### src/rtl/mem2p_fifo_ctrl.sv
// rtl/mem2p_fifo_ctrl.sv - valid/ready FIFO controller over a two-port memory, 2-entry output skid; optional light sleep via MEM2P_FIFO_LS_EN
module mem2p_fifo_ctrl #(
  parameter int AW       = 5,
  parameter int DW       = 8,
  parameter int IDLE_CYC = 16,
  parameter int WAKE_CYC = 2
) (
  input  logic          clk,
  input  logic          rst,
  input  logic          flush,
  input  logic          in_vld,
  input  logic [DW-1:0] in_dat,
  output logic          in_rdy,
  output logic          out_vld,
  output logic [DW-1:0] out_dat,
  input  logic          out_rdy,
  output logic [AW+1:0] level,
  output logic          mem_mea,
  output logic          mem_rwa,
  output logic [AW-1:0] mem_wadra,
  output logic [DW-1:0] mem_da,
  output logic [DW-1:0] mem_wma,
  output logic          mem_meb,
  output logic [AW-1:0] mem_radrb,
  input  logic [DW-1:0] mem_qb,
  output logic [AW-1:0] mem_radra,
  output logic [AW-1:0] mem_wadrb,
  output logic [DW-1:0] mem_db,
  output logic          mem_rwb,
  output logic [DW-1:0] mem_wmb,
  output logic          mem_ls,
  output logic          mem_ds,
  output logic          mem_sd
);

  localparam int          NW_INT = 1 << AW;
  localparam logic [AW:0] NW     = NW_INT[AW:0];

  typedef enum logic [1:0] {
    ST_ACTIVE = 2'd0,
    ST_SLEEP  = 2'd1,
    ST_WAKE   = 2'd2
  } state_t;

  logic [AW-1:0] wp;
  logic [AW-1:0] rp;
  logic [AW:0]   mcnt;
  logic          inf;
  logic [DW-1:0] sk0;
  logic [DW-1:0] sk1;
  logic [1:0]    skc;

  logic          active;
  logic          wr;
  logic          pop;
  logic [1:0]    skc_pop;
  logic          iss_ok;
  logic          iss;

  // Skid occupancy after this cycle's pop, plus the word returning this
  // cycle, must leave room for one more read so a read in flight always
  // lands in a free slot.
  assign pop     = out_vld & out_rdy;
  assign skc_pop = skc - {1'b0, pop};
  assign iss_ok  = (mcnt != '0) & (({1'b0, skc_pop} + {2'b00, inf}) < 3'd2);

`ifdef MEM2P_FIFO_LS_EN
  localparam int IW = $clog2(IDLE_CYC + 1);
  localparam int WW = $clog2(WAKE_CYC + 1);

  state_t        state;
  state_t        state_nx;
  logic [IW-1:0] idle_cnt;
  logic [WW-1:0] wake_cnt;
  logic          idle;

  assign idle = ~wr & ~iss_ok;

  // State register plus idle and wake dwell counters; flush forces ACTIVE.
  always_ff @(posedge clk or posedge rst) begin
    if (rst) begin
      state    <= ST_ACTIVE;
      idle_cnt <= '0;
      wake_cnt <= '0;
    end else if (flush) begin
      state    <= ST_ACTIVE;
      idle_cnt <= '0;
      wake_cnt <= '0;
    end else begin
      state    <= state_nx;
      idle_cnt <= (state == ST_ACTIVE && idle) ? idle_cnt + 1'b1 : '0;
      wake_cnt <= (state == ST_WAKE) ? wake_cnt + 1'b1 : '0;
    end
  end

  // Next-state: sleep after a run of idle cycles, wake on demand, then
  // hold off memory traffic until the array has left light sleep.
  always_comb begin
    state_nx = state;
    case (state)
      ST_ACTIVE: if (idle && idle_cnt == IW'(IDLE_CYC - 1)) state_nx = ST_SLEEP;
      ST_SLEEP:  if (in_vld || iss_ok) state_nx = ST_WAKE;
      ST_WAKE:   if (wake_cnt == WW'(WAKE_CYC - 1)) state_nx = ST_ACTIVE;
      default:   state_nx = ST_ACTIVE;
    endcase
  end

  assign mem_ls = (state == ST_SLEEP);
`else
  state_t state;
  logic   cfg_unused;

  // Without light sleep the controller never leaves ACTIVE; the sleep
  // timing parameters have no consumer in this build.
  assign state      = ST_ACTIVE;
  assign mem_ls     = 1'b0;
  assign cfg_unused = ^{IDLE_CYC, WAKE_CYC};
`endif

  assign active  = (state == ST_ACTIVE);
  assign in_rdy  = ~rst & (mcnt < NW) & ~flush & active;
  assign wr      = in_vld & in_rdy;
  assign iss     = iss_ok & active & ~flush;

  assign mem_mea   = wr;
  assign mem_rwa   = 1'b1;
  assign mem_wadra = wp;
  assign mem_da    = in_dat;
  assign mem_wma   = '0;
  assign mem_meb   = iss;
  assign mem_radrb = rp;
  assign mem_radra = '0;
  assign mem_wadrb = '0;
  assign mem_db    = '0;
  assign mem_rwb   = 1'b0;
  assign mem_wmb   = '1;
  assign mem_ds    = 1'b0;
  assign mem_sd    = 1'b0;

  assign out_vld = (skc != 2'd0);
  assign out_dat = sk0;
  assign level   = {1'b0, mcnt} + {{(AW+1){1'b0}}, inf} + {{AW{1'b0}}, skc};

  // Memory-side bookkeeping: pointers, stored-word count and in-flight read.
  always_ff @(posedge clk or posedge rst) begin
    if (rst) begin
      wp   <= '0;
      rp   <= '0;
      mcnt <= '0;
      inf  <= 1'b0;
    end else if (flush) begin
      wp   <= '0;
      rp   <= '0;
      mcnt <= '0;
      inf  <= 1'b0;
    end else begin
      if (wr)  wp <= wp + 1'b1;
      if (iss) rp <= rp + 1'b1;
      case ({wr, iss})
        2'b10:   mcnt <= mcnt + 1'b1;
        2'b01:   mcnt <= mcnt - 1'b1;
        default: mcnt <= mcnt;
      endcase
      inf <= iss;
    end
  end

  // Output skid: pop shifts the head out, a returning read fills the tail.
  // Flush drops the in-flight word by clearing inf alongside skc.
  always_ff @(posedge clk or posedge rst) begin
    if (rst) begin
      sk0 <= '0;
      sk1 <= '0;
      skc <= 2'd0;
    end else if (flush) begin
      skc <= 2'd0;
    end else begin
      skc <= skc_pop + {1'b0, inf};
      if (pop) sk0 <= sk1;
      if (inf) begin
        if (skc_pop == 2'd0) sk0 <= mem_qb;
        else                 sk1 <= mem_qb;
      end
    end
  end

endmodule

### config.mk
export PLATFORM = sky130hd
export DESIGN_NAME = mem2p_fifo_ctrl
export DESIGN_NICKNAME = d
export VERILOG_FILES = /design/src/rtl/mem2p_fifo_ctrl.sv
export SDC_FILE = /design/constraint.sdc
export NUM_CORES = 1
export LEC_CHECK = 0
export CAP_MARGIN = 0
export CORE_MARGIN = 3
export CORE_UTILIZATION = 35
export DETAILED_ROUTE_END_ITERATION = 10
export GPL_ROUTABILITY_DRIVEN = 1
export GPL_TIMING_DRIVEN = 0
export PLACE_DENSITY_LB_ADDON = 0.3
export SLEW_MARGIN = 10
export SYNTH_ARGS = -nofsm -noshare
export SYNTH_HDL_FRONTEND = slang
export SYNTH_SLANG_ARGS = --single-unit
### constraint.sdc
create_clock -name clk -period 4.63 [get_ports clk]
set_input_delay 1.1575 -clock clk [delete_from_list [all_inputs] [get_ports clk]]
set_output_delay 1.1575 -clock clk [all_outputs]
set_load 0.05 [all_outputs]
-- Word level (Yosys, flattened, before mapping)
Index checks and enable logic that the tools add are counted.
- reductions and logical operators: 7
- add/sub/neg operators: 9
- eq/ne operators: 2
- bitwise gates (word level): 9
- multiplexer cells: 11
- magnitude comparators: 2
- operators with widths (operator ; number):
    8-bit 2-to-1 mux ; 3
    5-bit 2-to-1 mux ; 4
    6-bit one-hot mux with 2 select lines ; 1
    5-bit by 1-bit adder with 5-bit output (second input constant) ; 2
    6-bit by 1-bit adder with 7-bit output ; 1
    7-bit by 2-bit adder with 7-bit output ; 1
    6-bit by 1-bit adder with 6-bit output (second input constant) ; 1
    1-bit AND ; 6
    6-bit < comparator (second input constant) ; 1
    6-bit 2-to-1 mux ; 1
    2-bit nonzero test ; 3
    6-bit nonzero test ; 1
    6-bit by 1-bit subtractor with 6-bit output (second input constant) ; 1
    2-bit by 1-bit adder with 3-bit output ; 1
    3-bit by 2-bit < comparator with 1-bit output (second input constant) ; 1
    1-bit inverter ; 3
    3-bit AND reduction ; 1
    3-bit nonzero test ; 1
    2-bit by 1-bit adder with 2-bit output ; 1
    2-bit by 1-bit equality test with 1-bit output (second input constant) ; 1
    2-bit equality test (second input constant) ; 1
    2-bit zero test ; 1
    2-bit 2-to-1 mux ; 1
    2-bit by 1-bit subtractor with 2-bit output ; 1
    1-bit 2-to-1 mux ; 1
- input bits: 21
- output and inout port bits: 76
- word-level logic and storage cells: 47
- flip-flop bits (word level): 35

-- Logic depth before layout (Yosys ltp)
- depth after elaboration: 10
- depth in mapped cells: 15
- gate-level depth less buffers: 15

-- Least setup slack after synthesis
OpenSTA, ideal clock, no wires.
- kind: in2out
- from: input out_rdy
- to: output mem_meb
- data required time: 3.473 ns
- path buffers: 0
- slack: 0.538 ns
- arrival: 2.935 ns
- stages on the path: 9
- path through: nand2_1 -> inv_1 -> ha_1 -> inv_1 -> ha_1 -> inv_1 -> ha_1 -> o21ai_4 -> nor2_1
- word-level cells in the longest chain between the ends: 6
- RTL lines (element ; line ; RTL):
    from (decl) ; 16 ; input logic out_rdy,
    1-bit AND ; 63 ; assign pop = out_vld & out_rdy;
    2-bit by 1-bit subtractor with 2-bit output ; 64 ; assign skc_pop = skc - {1'b0, pop};
    2-bit by 1-bit adder with 3-bit output ; 65 ; assign iss_ok = (mcnt != '0) & (({1'b0, skc_pop} + {2'b00, inf}) < 3'd2);
    3-bit by 2-bit < comparator with 1-bit output ; 65 ;
    1-bit AND ; 65 ;
    1-bit AND ; 123 ; assign iss = iss_ok & active & ~flush;
    to (decl) ; 23 ; output logic mem_meb,
No other way between the ends.

-- Worst setup path after layout
- from: input rst
- to: output mem_mea
- word-level cells in the longest chain between the ends: 4
- RTL lines (element ; line ; RTL):
    from (decl) ; 9 ; input logic rst,
    1-bit inverter ; 121 ; assign in_rdy = ~rst & (mcnt < NW) & ~flush & active;
    1-bit AND (2 in series) ; 121 ;
    1-bit AND ; 122 ; assign wr = in_vld & in_rdy;
    to (decl) ; 18 ; output logic mem_mea,
No other way between the ends.

==> summary.md <==
The switching component of the power is 0.000975 W, and the actual slew at the worst max-slew pin is 0.746 ns. The run finished with clean final reports. The power share of the sequential group is 24.4%, and the switching power as a share of total power is 48.4%.

The largest single stage delay on the critical path is 0.83 ns. The logs give 50.2% for the max-slew headroom at the worst pin and 3.34 ns for the arrival time of the worst setup path. The synthesized cell area came out at 2410 um^2. Total power for the finished layout comes to 0.00201 W.

The layout has 611 filler cells. The first global-routing pass estimated 7.81 mm of wire. The internal power of the cells totals 0.00104 W. The run gives 0 as the number of routed nets with antenna violations. In this run the most critical hold path is launched from out_dat[3].

The cell family contributing the most delay on the critical path is buffers and inverters. The async set or reset register ratio after synthesis works out to 100%. The run gives 2 as the largest buffer count on any clock path.

The final setup violation count is 0. The run gives 1668 as the number of global-route vias before repair. After floorplanning, the core was sized to cover 6490 um^2. The maximum fanout along the worst path came out at 9. The signal on the critical path passes through clkdlybuf4s50_1, nor3b_4, nor2b_1, clkdlybuf4s50_1. Input and output buffers added on the ports amount to 49. The synthesized design contains 35 register bits.

The worst path needs 4.50 ns of the cycle, external delays included. In this run the static leakage power is 1.59 nW. The most instantiated flip-flop cell in the synthesis netlist is dfrtp_1.

In the final layout, the multi-input gates occupy 1260 um^2. After detailed routing, the number of remaining DRC violations is 0. The sequential cell area in the final layout was 876 um^2. Entering global routing, the biggest net connects 36 pins. Using the TritonRoute via totals, the vias-per-cell ratio works out to 4.42. The cell sitting at the root of the clock tree is a clkbuf_8. The congestion estimate from routability-driven global placement came to 0.754.

For this run, the share of the core covered by cells in the final layout is 50.1%. The tools report the number of I/O pins as 97. Measured along the x axis, the die boundary spans 89.0 um. The areal power density over the cells came out at 619 nW/um^2.

For the worst-skew pair, the clock arrives at the later sink with an insertion delay of 0.29 ns. The run gives 3.47 ns as the endpoint required time on the critical path. The worst-case IR drop observed on VDD is 308 uV.

The classification of the worst-slack hold path is register to register. After clock tree synthesis, the flow added hold-fix buffers numbering 0. The worst setup path is of the input port to output pin kind. TritonCTS built the clock tree. The startpoint identified for the worst register-to-register timing path is skc[1].

Across the run, the number of max-cap violations was 0. Detailed placement finished with a half-perimeter wire length of 3.88 mm. Counting stages on the worst path, the most repeated cell is clkdlybuf4s50_1. The critical path contains buffers and inverters numbering 2 combined. The first-pass iteration count of the detailed router is 4, and the height of the die is 89.0 um. The worst setup path is captured at an output pin. Ranked by instance count, the synthesized netlist is headed by buf_4 (47), dfrtp_1 (35), nor2_1 (15). The area growth from synthesis to layout is 35.0%. The area of the die is 7910 um^2, and the final worst slack is 0.128 ns.

The Yosys step of the flow raised 0 warnings. Once the floorplan was initialized, standard cells occupied 37.1% of the core. The total global-route track usage is 12.8%, and the clock share of power is 12.2%.

The clock sink count was 35. The average footprint of a synthesized cell works out to 10.2 um^2. After detailed routing, the total wire length is 5.10 mm.

By area the synthesized netlist is led by dfrtp_1 (36%), buf_4 (15%), ha_1 (5.2%). The final layout contains 362 nets. Routed wire length per instance: 12.6 um.

Leading area contributor after synthesis: dfrtp_1. The standard cell with the maximum stage delay on the critical path is clkdlybuf4s50_1. The setup TNS was 0 ns; the initial antenna violation count was 0. The starting DRC count in detailed routing is 74, and the portion of the clock cycle consumed by the worst path in the final layout is 97.2%.

The worst-case setup slack after placement came out at -0.417 ns. CTS buffer count: 5. The maximum clock frequency was 0.222 GHz; the worst clock skew was 0.00849 ns. The number of antenna diodes in the final layout is 0.

The final-report hold violation count was 0. The register area share after synthesis is 36.4%. After technology mapping, the gate count stands at 235. After global routing the overflow that remains totals 0.

The H-tree was split into 2 levels. Setup repair after global routing left no endpoint under its margin. The tools report the part of the total power dissipated in combinational logic as 63.3%. The placed instances occupy a cell area of 3130 um^2. The critical path launch point type was an input port. After synthesis, the largest area contributor takes up 36.4% of total cell area. Counting distinct cell types in the post-synthesis netlist gives 40. Detailed routing inserted a total of 1795 vias. Cells with a size suffix above 1 make up 23.4% of the layout.

The run gives 0 as the count of pins over their slew limit. After floorplanning, the core was divided into 29 placement rows. The CTS clock-pin slew for the worst setup and hold paths was 0.07 ns. Counting flops with a built-in enable in the synthesized netlist gives 0. The critical path starts at rst. Summing all non-filler instances in the final layout gives an area of 3250 um^2. The library cell with the highest instance count after synthesis is buf_4.
-- layout make-up --
cell class	count	area share, %
Sequential cell	35	26.9
Multi-Input combinational cell	172	38.9
Buffer	54	11.9
Clock buffer	8	3.08
Inverter	11	1.27
Timing Repair Buffer	49	15.0
Tap cell	77	2.96
-- state kept, by name, indices dropped and copies added (netlist names) --
| register | flops |
|---|---|
| inf | 1 |
| mcnt | 6 |
| mem_wadra | 5 |
| mem_radrb | 5 |
| out_dat | 8 |
| skc | 2 |
| sk1 | 8 |
-- power by group through the flow --
stage | clock, W | sequential [W] | combinational, W
2_1_floorplan | 0 | 0.000618 | 0.000831
4_1_cts | 0.000252 | 0.000493 | 0.00127
3_5_place_dp | 0 | 0.000498 | 0.00127
3_3_place_gp | 0 | 0.000494 | 0.00124
5_1_grt | 0.000263 | 0.000506 | 0.00138
6_report | 0.000246 | 0.000491 | 0.00127
-- metrics by stage --
stage,instances,hold slack [ns]
final,406,0.492
after global routing,406,0.506
after CTS,406,0.493
after detailed placement,398,0.474
after global placement,398,0.478
after floorplan,272,0.472
-- what timing repair did --
item                       4_1_cts  5_1_grt
buffers inserted                 0        0
resized for setup                4        6
setup endpoints to repair        2        3
pin swaps                        0        0
-- cells by family after synthesis --
logic type      count (synthesis)  share of synthesized area, %
flops                          35                          36.4
other cells                     2                         0.312
buf+inv                        65                          17.8
mux                            23                          10.2
compound gates                 29                          9.71
xor+xnor                       14                          5.87
simple gates                   54                          12.1
fa+ha+maj                      13                          7.69
-- worst reg2reg max path: cells and delay by family, from the launching register on --
family                   cells  cell delay [ns]
AO/OA/AOI/OAI                5             1.23
adder cells (fa/ha/maj)      4             1.07
flip-flops                   1             0.43
AND/OR/NAND/NOR              3             0.70
buffers and inverters        3             0.24
-- path summary, 6_finish.rpt --
path	end	slack, ns	cells after the start
worst max-delay path	mem_mea	0.13	4
worst min-delay path	out_dat[3]	0.49	1
worst max register to register	mcnt[5]	0.88	15
worst min register to register	out_dat[3]	0.49	1
max in group asynchronous	mem_wadra[3]	2.70	2
min in group asynchronous	mcnt[5]	1.45	2
-- metal layers --
layer  vias to the layer above  wire length [um]  track usage, %
li1                        896                 -               -
met1                       829              2280            16.6
met2                        64              2430            21.2
met3                         6               310            2.40
met4                         0                86            5.28
met5                         -                 0               0
-- cells in the final DEF, fill, tap and decap left out, drive strengths merged --
master / count
a2111o: 1
a211oi: 4
a21o: 3
a21oi: 4
and2: 9
buf: 48
clkbuf: 15
clkdlybuf4s50: 48
conb: 39
dfrtp: 35
fa: 3
ha: 10
inv: 11
mux2: 12
mux2i: 11
nand2: 5
nand2b: 3
nand3: 4
nand4: 2
nor2: 15
nor2b: 7
nor3: 3
nor3b: 1
o2111ai: 2
o211ai: 1
o21ai: 3
o21bai: 1
o221ai: 1
o2bb2ai: 8
o31ai: 1
or2: 2
or3: 1
or4: 2
xnor2: 6
xor2: 8
(Power assumes the default switching activity.)
